--- src/rtl/ifetch_queue_if.sv ---
// Fetch-unit bus bundle: instruction-memory req/ack port, redirect input and decoder valid/ready port.
// master = fetch unit (ifetch_queue), slave = surrounding memory/decoder/branch logic.
interface ifetch_queue_if #(
    parameter int unsigned ADDR_W = 32,
    parameter int unsigned DATA_W = 32
);
    logic              mem_req;
    logic [ADDR_W-1:0] mem_addr;
    logic              mem_ack;
    logic [DATA_W-1:0] mem_rdata;
    logic              redirect;
    logic [ADDR_W-1:0] redirect_pc;
    logic              ir_valid;
    logic              ir_ready;
    logic [DATA_W-1:0] ir_data;
    logic [ADDR_W-1:0] ir_pc;

    modport master (
        output mem_req, mem_addr, ir_valid, ir_data, ir_pc,
        input  mem_ack, mem_rdata, redirect, redirect_pc, ir_ready
    );

    modport slave (
        input  mem_req, mem_addr, ir_valid, ir_data, ir_pc,
        output mem_ack, mem_rdata, redirect, redirect_pc, ir_ready
    );
endinterface

--- src/rtl/ifetch_queue.sv ---
// Instruction fetch front-end: owns the fetch PC, prefetches words into a small FIFO for decode.
// Optional IFETCH_STATS_EN adds saturating fetch/squash counters as extra output ports.
module ifetch_queue #(
    parameter int unsigned       ADDR_W   = 32,
    parameter int unsigned       DATA_W   = 32,
    parameter int unsigned       DEPTH    = 4,
    parameter logic [ADDR_W-1:0] RESET_PC = '0
) (
    input  logic               clk,
    input  logic               rst,
    ifetch_queue_if.master     bus_io
`ifdef IFETCH_STATS_EN
    ,
    output logic [31:0]        fetch_cnt_o,
    output logic [31:0]        squash_cnt_o
`endif
);

    localparam int unsigned       PtrW    = $clog2(DEPTH);
    localparam int unsigned       CntW    = PtrW + 1;
    localparam logic [CntW-1:0]   DepthC  = CntW'(DEPTH);
    localparam logic [ADDR_W-1:0] AddrOne = {{(ADDR_W-1){1'b0}}, 1'b1};

    typedef enum logic [1:0] {
        StIdle,
        StWait,
        StDiscard
    } state_e;

    state_e              state_q;
    logic [ADDR_W-1:0]   pc_q;
    logic [ADDR_W-1:0]   pend_q;
    logic [ADDR_W-1:0]   addr_q;
    logic                req_q;

    logic [ADDR_W-1:0]   pc_mem_q   [DEPTH];
    logic [DATA_W-1:0]   data_mem_q [DEPTH];
    logic [PtrW-1:0]     rd_ptr_q;
    logic [PtrW-1:0]     wr_ptr_q;
    logic [CntW-1:0]     count_q;

    logic                redirect;
    logic [ADDR_W-1:0]   redirect_pc;
    logic                ack;
    logic                ir_valid;
    logic                push;
    logic                pop;
    logic [CntW-1:0]     occ_after;
    logic                space_after;

    assign redirect    = bus_io.redirect;
    assign redirect_pc = bus_io.redirect_pc;
    assign ack         = bus_io.mem_ack;
    assign ir_valid    = (count_q != '0);

    // A word is kept only when acked in StWait without a concurrent redirect.
    always_comb begin
        pop         = ir_valid & bus_io.ir_ready;
        push        = (state_q == StWait) & ack & ~redirect;
        occ_after   = count_q + CntW'(push) - CntW'(pop);
        space_after = (occ_after < DepthC);
    end

    always_ff @(posedge clk) begin
        if (rst) begin
            state_q <= StIdle;
            pc_q    <= RESET_PC;
            pend_q  <= RESET_PC;
            addr_q  <= RESET_PC;
            req_q   <= 1'b0;
        end else begin
            unique case (state_q)
                StIdle: begin
                    if (redirect) begin
                        pc_q <= redirect_pc;
                    end else if (count_q < DepthC) begin
                        state_q <= StWait;
                        req_q   <= 1'b1;
                        addr_q  <= pc_q;
                    end
                end
                StWait: begin
                    if (redirect) begin
                        if (ack) begin
                            addr_q <= redirect_pc;
                            pc_q   <= redirect_pc;
                        end else begin
                            state_q <= StDiscard;
                            pend_q  <= redirect_pc;
                        end
                    end else if (ack) begin
                        pc_q <= addr_q + AddrOne;
                        if (space_after) begin
                            addr_q <= addr_q + AddrOne;
                        end else begin
                            req_q   <= 1'b0;
                            state_q <= StIdle;
                        end
                    end
                end
                StDiscard: begin
                    // Squashed request must still complete; its data is thrown away.
                    if (redirect) begin
                        pend_q <= redirect_pc;
                    end
                    if (ack) begin
                        req_q   <= 1'b0;
                        state_q <= StIdle;
                        pc_q    <= redirect ? redirect_pc : pend_q;
                    end
                end
                default: begin
                    state_q <= StIdle;
                    req_q   <= 1'b0;
                end
            endcase
        end
    end

    always_ff @(posedge clk) begin
        if (rst) begin
            rd_ptr_q <= '0;
            wr_ptr_q <= '0;
            count_q  <= '0;
            for (int i = 0; i < int'(DEPTH); i++) begin
                pc_mem_q[i]   <= '0;
                data_mem_q[i] <= '0;
            end
        end else if (redirect) begin
            rd_ptr_q <= '0;
            wr_ptr_q <= '0;
            count_q  <= '0;
        end else begin
            if (push) begin
                pc_mem_q[wr_ptr_q]   <= addr_q;
                data_mem_q[wr_ptr_q] <= bus_io.mem_rdata;
                wr_ptr_q             <= wr_ptr_q + PtrW'(1);
            end
            if (pop) begin
                rd_ptr_q <= rd_ptr_q + PtrW'(1);
            end
            count_q <= occ_after;
        end
    end

    assign bus_io.mem_req  = req_q;
    assign bus_io.mem_addr = addr_q;
    assign bus_io.ir_valid = ir_valid;
    assign bus_io.ir_data  = data_mem_q[rd_ptr_q];
    assign bus_io.ir_pc    = pc_mem_q[rd_ptr_q];

`ifdef IFETCH_STATS_EN
    logic [31:0]     fetch_cnt_q;
    logic [31:0]     squash_cnt_q;
    logic [CntW-1:0] flushed;
    logic            dropped;
    logic [32:0]     squash_sum;

    // A pop coinciding with a redirect is a completed transfer, not a squash.
    always_comb begin
        flushed    = redirect ? (count_q - CntW'(pop)) : '0;
        dropped    = ack & ((state_q == StDiscard) | ((state_q == StWait) & redirect));
        squash_sum = {1'b0, squash_cnt_q} + 33'(flushed) + 33'(dropped);
    end

    always_ff @(posedge clk) begin
        if (rst) begin
            fetch_cnt_q  <= '0;
            squash_cnt_q <= '0;
        end else begin
            if (push && (fetch_cnt_q != '1)) begin
                fetch_cnt_q <= fetch_cnt_q + 32'd1;
            end
            squash_cnt_q <= squash_sum[32] ? '1 : squash_sum[31:0];
        end
    end

    assign fetch_cnt_o  = fetch_cnt_q;
    assign squash_cnt_o = squash_cnt_q;
`endif

endmodule

--- src/flat_wrapper.sv ---
// flat-port wrapper written by rule: the top's interface ports become plain ports
module ifetch_queue_flat 
#(
    parameter int unsigned       ADDR_W   = 32,
    parameter int unsigned       DATA_W   = 32,
    parameter int unsigned       DEPTH    = 4,
    parameter logic [ADDR_W-1:0] RESET_PC = '0
)
  (clk, rst, bus_io_mem_req, bus_io_mem_addr, bus_io_ir_valid, bus_io_ir_data, bus_io_ir_pc, bus_io_mem_ack, bus_io_mem_rdata, bus_io_redirect, bus_io_redirect_pc, bus_io_ir_ready);
  ifetch_queue_if #(.ADDR_W(ADDR_W), .DATA_W(DATA_W)) bus_io_i ();
  input  logic clk;
  input  logic rst;
  output wire logic [$bits(bus_io_i.mem_req)-1:0] bus_io_mem_req;
  output wire logic [$bits(bus_io_i.mem_addr)-1:0] bus_io_mem_addr;
  output wire logic [$bits(bus_io_i.ir_valid)-1:0] bus_io_ir_valid;
  output wire logic [$bits(bus_io_i.ir_data)-1:0] bus_io_ir_data;
  output wire logic [$bits(bus_io_i.ir_pc)-1:0] bus_io_ir_pc;
  input wire logic [$bits(bus_io_i.mem_ack)-1:0] bus_io_mem_ack;
  input wire logic [$bits(bus_io_i.mem_rdata)-1:0] bus_io_mem_rdata;
  input wire logic [$bits(bus_io_i.redirect)-1:0] bus_io_redirect;
  input wire logic [$bits(bus_io_i.redirect_pc)-1:0] bus_io_redirect_pc;
  input wire logic [$bits(bus_io_i.ir_ready)-1:0] bus_io_ir_ready;
  assign bus_io_mem_req = bus_io_i.mem_req;
  assign bus_io_mem_addr = bus_io_i.mem_addr;
  assign bus_io_ir_valid = bus_io_i.ir_valid;
  assign bus_io_ir_data = bus_io_i.ir_data;
  assign bus_io_ir_pc = bus_io_i.ir_pc;
  assign bus_io_i.mem_ack = bus_io_mem_ack;
  assign bus_io_i.mem_rdata = bus_io_mem_rdata;
  assign bus_io_i.redirect = bus_io_redirect;
  assign bus_io_i.redirect_pc = bus_io_redirect_pc;
  assign bus_io_i.ir_ready = bus_io_ir_ready;
  ifetch_queue #(.ADDR_W(ADDR_W), .DATA_W(DATA_W), .DEPTH(DEPTH), .RESET_PC(RESET_PC)) u_core (.clk(clk), .rst(rst), .bus_io(bus_io_i));
endmodule
--- config.mk ---
export PLATFORM = sky130hd
export DESIGN_NAME = ifetch_queue_flat
export DESIGN_NICKNAME = d
export VERILOG_FILES = /design/src/rtl/ifetch_queue_if.sv /design/src/rtl/ifetch_queue.sv /design/src/flat_wrapper.sv
export SDC_FILE = /design/constraint.sdc
export NUM_CORES = 1
export LEC_CHECK = 0
export BUFFER_PORTS_ARGS = -buffer_cell sky130_fd_sc_hd__buf_2
export CORE_MARGIN = 2
export CORE_UTILIZATION = 31
export DETAILED_ROUTE_END_ITERATION = 8
export PLACE_DENSITY = 0.49
export SYNTH_ARGS = -nofsm -noshare
export SYNTH_HDL_FRONTEND = slang
export SYNTH_SLANG_ARGS = --single-unit
--- constraint.sdc ---
create_clock -name clk -period 6.88 [get_ports clk]
set_input_delay 1.376 -clock clk [delete_from_list [all_inputs] [get_ports clk]]
set_output_delay 1.376 -clock clk [all_outputs]
set_load 0.03 [all_outputs]
-- Word-level counts from Yosys, hierarchy flattened
Memory sizes are Yosys's and may differ from the RTL's. A register that Yosys moved wholly into a read port is not among the register bits.
Index checks and enable logic that the tools add are counted.
W data, S select, Z words.
- add/subtract/negate cells: 5
- magnitude comparators: 2
- equality and inequality tests: 15
- multiplexer cells: 47
- bitwise gates (word level): 4
- reductions and logical operators: 13
- operator list (operator ; number):
    $mux W32 ; 15
    $pmux W32 S2 ; 2
    $pmux W32 S3 ; 1
    $reduce_or A32 Y1 ; 2
    $add A32 B1 Y32 const B ; 1
    $mux W2 ; 13
    $ne A2 B2 Y1 const B ; 8
    $mux W1 ; 14
    $reduce_and A6 Y1 ; 2
    $ne A3 B3 Y1 const B ; 3
    $lt A3 B3 Y1 const B ; 2
    $pmux W2 S3 ; 1
    $reduce_bool A3 Y1 ; 2
    $reduce_and A5 Y1 ; 1
    $add A2 B1 Y2 const B ; 2
    $reduce_and A4 Y1 ; 1
    $reduce_bool A2 Y1 ; 2
    $add A3 B1 Y3 ; 1
    $and A1 B1 Y1 ; 3
    $ne A3 B2 Y1 const B ; 1
    $pmux W1 S3 ; 1
    $reduce_and A3 Y1 ; 1
    $sub A3 B1 Y3 ; 1
    $eq A2 B1 Y1 const B ; 1
    other kinds (5) ; 5
- flip-flop bits (word level): 106
- bits in writable memories: 256
- output and inout bits: 98
- memories kept: 2
- memory list (memory ; words ; bits a word ; read ports ; clocked after memory_dff ; write ports ; RTL line ; RTL):
    u_core.data_mem_q ; 4 ; 32 ; 1 ; 1 ; 4 ; ifetch_queue.sv:37 ; logic [DATA_W-1:0] data_mem_q [DEPTH];
    u_core.pc_mem_q ; 4 ; 32 ; 1 ; 1 ; 4 ; ifetch_queue.sv:36 ; logic [ADDR_W-1:0] pc_mem_q [DEPTH];

-- Depth between registers and ports, before layout
- word-level depth: 10
- depth in mapped cells: 17

-- Worst setup path before layout
OpenSTA, ideal clock, no wires.
- kind: input to register
- start: input bus_io_redirect
- end: memory u_core.data_mem_q[0][0] (enable)
- setup time: 0.499 ns
- arrival time: 4.898 ns
- required time: 6.381 ns
- path slack: 1.483 ns
- cell stages on the path: 4
- buffers on the path: 1
- cells stage by stage: nor2b_1 clkbuf_1 nand2_1 o21bai_1
- RTL lines (element ; RTL line ; RTL):
    from (decl) ; flat_wrapper.sv:20 ; input wire logic [$bits(bus_io_i.redirect)-1:0] bus_io_redirect;
    to (decl) ; ifetch_queue.sv:37 ;

==> impl_metrics.csv <==
group,metric,value,unit
sta,skew,0.008101,ns
die,die_h,237.5,um
routing,routed_via_density,5.053,
synth,synth_cell_types,70,
power_and_ir_drop,vdd_drop_max,0.1488,mV
grt,grt_max_degree,66,
final_layout,nets,1715,
placed_design,gp_congestion,0.7674,
sta,setup_viol,0,
sta,fin_crit,4.293,ns
die,io_pins,167,
hold_path,hold_path.class,"reg2reg",
synth,synth_ff_type,"edfxtp_1",
placed_design,dpl.hpwl,30300,um
cts,cts.clk_slew.worst_paths,0.06,ns
final_layout,syn2layout_area_growth,16.70,%
synth,ys_top_cells_by_area,"edfxtp_1 (45%), dfxtp_1 (13%), mux4_2 (8.5%)",
routing,wl_per_cell,20.72,um
sta,tightest_slew,1.080,ns
sta,final.setup.tns,0,ns
cts,clock_latency,0.56,ns
routing,dr.pass1.iters,7,
routing,first_iter_violations,822,
sta,hold_slack,0.4528,ns
critical_path,worst-path-max-fanout,40,
cts,cts_buffer_depth,3,
placed_design,dp.cells,2289,
synth,synth_area_leader_cell,"edfxtp_1",
critical_path,cp-end-kind,"output pin",
synth,synth_area_per_cell,11.12,um^2
critical_path,critical_path.max_stage_delay,0.93,ns
cts,clock-sinks,364,
synth,yosysTopAreaCellShare,0.4549,
power_and_ir_drop,power,6.344,mW
die,design.die.area,56400,um^2
critical_path,crit_arrival,2.92,ns
sta,finalMaxSlewViolations,0,
job,max_cap_violations,0,
routing,vias,11940,
grt,grt_pass1_wl,73950,um
synth,ys_ff_latch,364,
synth,syn_nets,1597,
critical_path,worstPathRequired,5.50,ns
routing,antenna_left,0,
final_layout,final_layout_size_suffix_gt1_frac,0.2064,
placed_design,port_buffers,166,
synth,synthesis.area,16900,um^2
synth,ys_warn_count,0,
sta,rsz0062_at_grt,"no",
critical_path,crit_path_cell_trace,"buf_4 > mux4_2 > buf_2",
grt,grt_antenna_before_repair,0,
sta,slew_headroom,0.2780,
routing,drc_errors,0,
cts,ctsResizeCount,0,
final_layout,antennaDiodeCount,0,
cts,holdBufCountCts,0,
power_and_ir_drop,power_leakage,7.521,nW
final_layout,final_cells,2363,
synth,seq_area_frac_synth,0.5828,
die,initial_core_util,0.3140,
power_and_ir_drop,powerDensity,321.7,nW/um^2
critical_path,cp_slowest_cell,"dfxtp_4",
synth,synth_edf_count,256,
sta,fin_crit_sh,0.6240,
cts,cts_made_buffers,43,
critical_path,crit_path_start_kind,"register",
die,die_w,237.5,um
sta,hold_viol,0,
die,coreArea,53810,um^2
critical_path,crit_type,"reg2out",
status,status,"finished, final reports clean",
cts,clock-root-buffer,"clkbuf_16",
sta,fmax,232.9,MHz
cts,htree_levels,2,
die,row_count,85,
routing,wl,48950,um
synth,syn_inst,1520,
grt,overflow,0,
cts,cts_tree,"done",
final_layout,nFillCells,5303,
grt,grt_usage,0.1725,
synth,synthArstFlopShare,0,
cts,post_cts_buffers,0,
grt,grt_pass1_vias,11950,
[placed cells by master (no fill, tap or decap), types with 4 or more instances in the layout]
cell / synthesis / routed
clkbuf_1: 87 / 13
a211oi_1: 17 / 17
nor4_1: 10 / 9
buf_4: 0 / 27
nand4_1: 15 / 15
nor2_1: 224 / 223
a21o_1: 5 / 5
or2_2: 6 / 5
mux4_2: 64 / 64
or3_1: 4 / 4
nand3_1: 14 / 14
clkbuf_16: 0 / 46
a22o_1: 10 / 10
nand2b_1: 9 / 8
dfxtp_1: 108 / 106
nor3_1: 14 / 13
nand2_1: 198 / 198
buf_2: 25 / 165
inv_1: 91 / 91
xor2_1: 7 / 7
mux2i_1: 11 / 11
a21oi_1: 86 / 86
edfxtp_1: 256 / 256
o211ai_1: 15 / 15
o311ai_0: 5 / 5
ha_1: 7 / 7
mux2_2: 7 / 7
clkbuf_8: 0 / 4
a21boi_0: 4 / 4
a311oi_1: 8 / 8
o221ai_1: 7 / 6
a221oi_1: 9 / 9
and2_1: 45 / 45
clkinv_1: 0 / 8
a22oi_1: 7 / 7
xnor2_1: 22 / 22
o21ai_0: 54 / 54
[layer usage]
layer  track usage  share of wire
met4       0.04136          0.021
met5             0              0
met1        0.2328           0.45
met3       0.03519          0.062
met2        0.2849           0.47
[state kept, by name, summed over array words and instances, names as in the netlist, named ones only]
signal	cells
u_core.data_mem_q	128
u_core.pc_mem_q	128
u_core.bus_io.mem_addr	32
u_core.pc_q	32
u_core.pend_q	32
u_core.count_q	3
u_core.rd_ptr_q	2
u_core.state_q	2
u_core.wr_ptr_q	2
u_core.bus_io.mem_req	1
[final timing paths]
check	from	end	slack, ns	cells after the start
max	register	bus_io_ir_pc[25]	2.59	3
min	u_core.pend_q[30]	u_core.pend_q[30]	0.45	2
max reg2reg	u_core.state_q[1]	u_core.bus_io.mem_addr[23]	2.92	14
min reg2reg	u_core.pend_q[30]	u_core.pend_q[30]	0.45	2
[worst max-delay path, delay by kind of cell, from the launching register on]
kind | cells | cell delay (ns)
muxes | 1 | 0.60
DFF | 1 | 0.93
buffers and inverters | 2 | 0.80
[cell usage after synthesis, types with 10 or more instances]
library cell	number
edfxtp_1	256
nor2_1	224
nand2_1	198
dfxtp_1	108
inv_1	91
clkbuf_1	87
a21oi_1	86
mux4_2	64
o21ai_0	54
and2_1	45
buf_2	25
xnor2_1	22
a211oi_1	17
nand4_1	15
o211ai_1	15
nand3_1	14
nor3_1	14
mux2i_1	11
a22o_1	10
nor4_1	10
[power breakdown]
part           leakage [nW]  internal [mW]  total [mW]  switching, mW
logic                  3.34          0.442        1.38          0.933
registers              3.53           2.57        2.80          0.231
clock network         0.646           1.29        2.17          0.873
total                  7.52           4.31        6.34           2.04
[stage by stage]
| step | area, um^2 | util | setup slack [ns] |
|---|---|---|---|
| 6_report | 19720 | 0.3665 | 2.587 |
| 5_1_grt | 19720 | 0.3665 | 2.298 |
| 4_1_cts | 19720 | 0.3665 | 2.380 |
| 3_5_place_dp | 18400 | 0.3418 | 2.200 |
| 3_3_place_gp | 18400 | 0.3418 | 2.354 |
| 2_1_floorplan | 16900 | - | 1.483 |
[logic make-up after synthesis]
logic type,after synthesis,synth area share
compound gates,269,0.1049
xor+xnor,30,0.01636
fa+ha+maj,8,0.006367
buf+inv,210,0.04849
flops,364,0.5828
mux,82,0.09647
simple gates,557,0.1446
[area by class of cell]
class,instances,area [um^2],area share
repair buffers,192,1028,0.05215
clock buffers,64,1262,0.06401
clock inverters,10,65.06,0.003299
multi-input cells,946,6297,0.3193
inverters,91,341.6,0.01732
flip-flops and latches,364,9857,0.4998
well taps,696,870.8,0.04415
(Power assumes the default switching activity.)
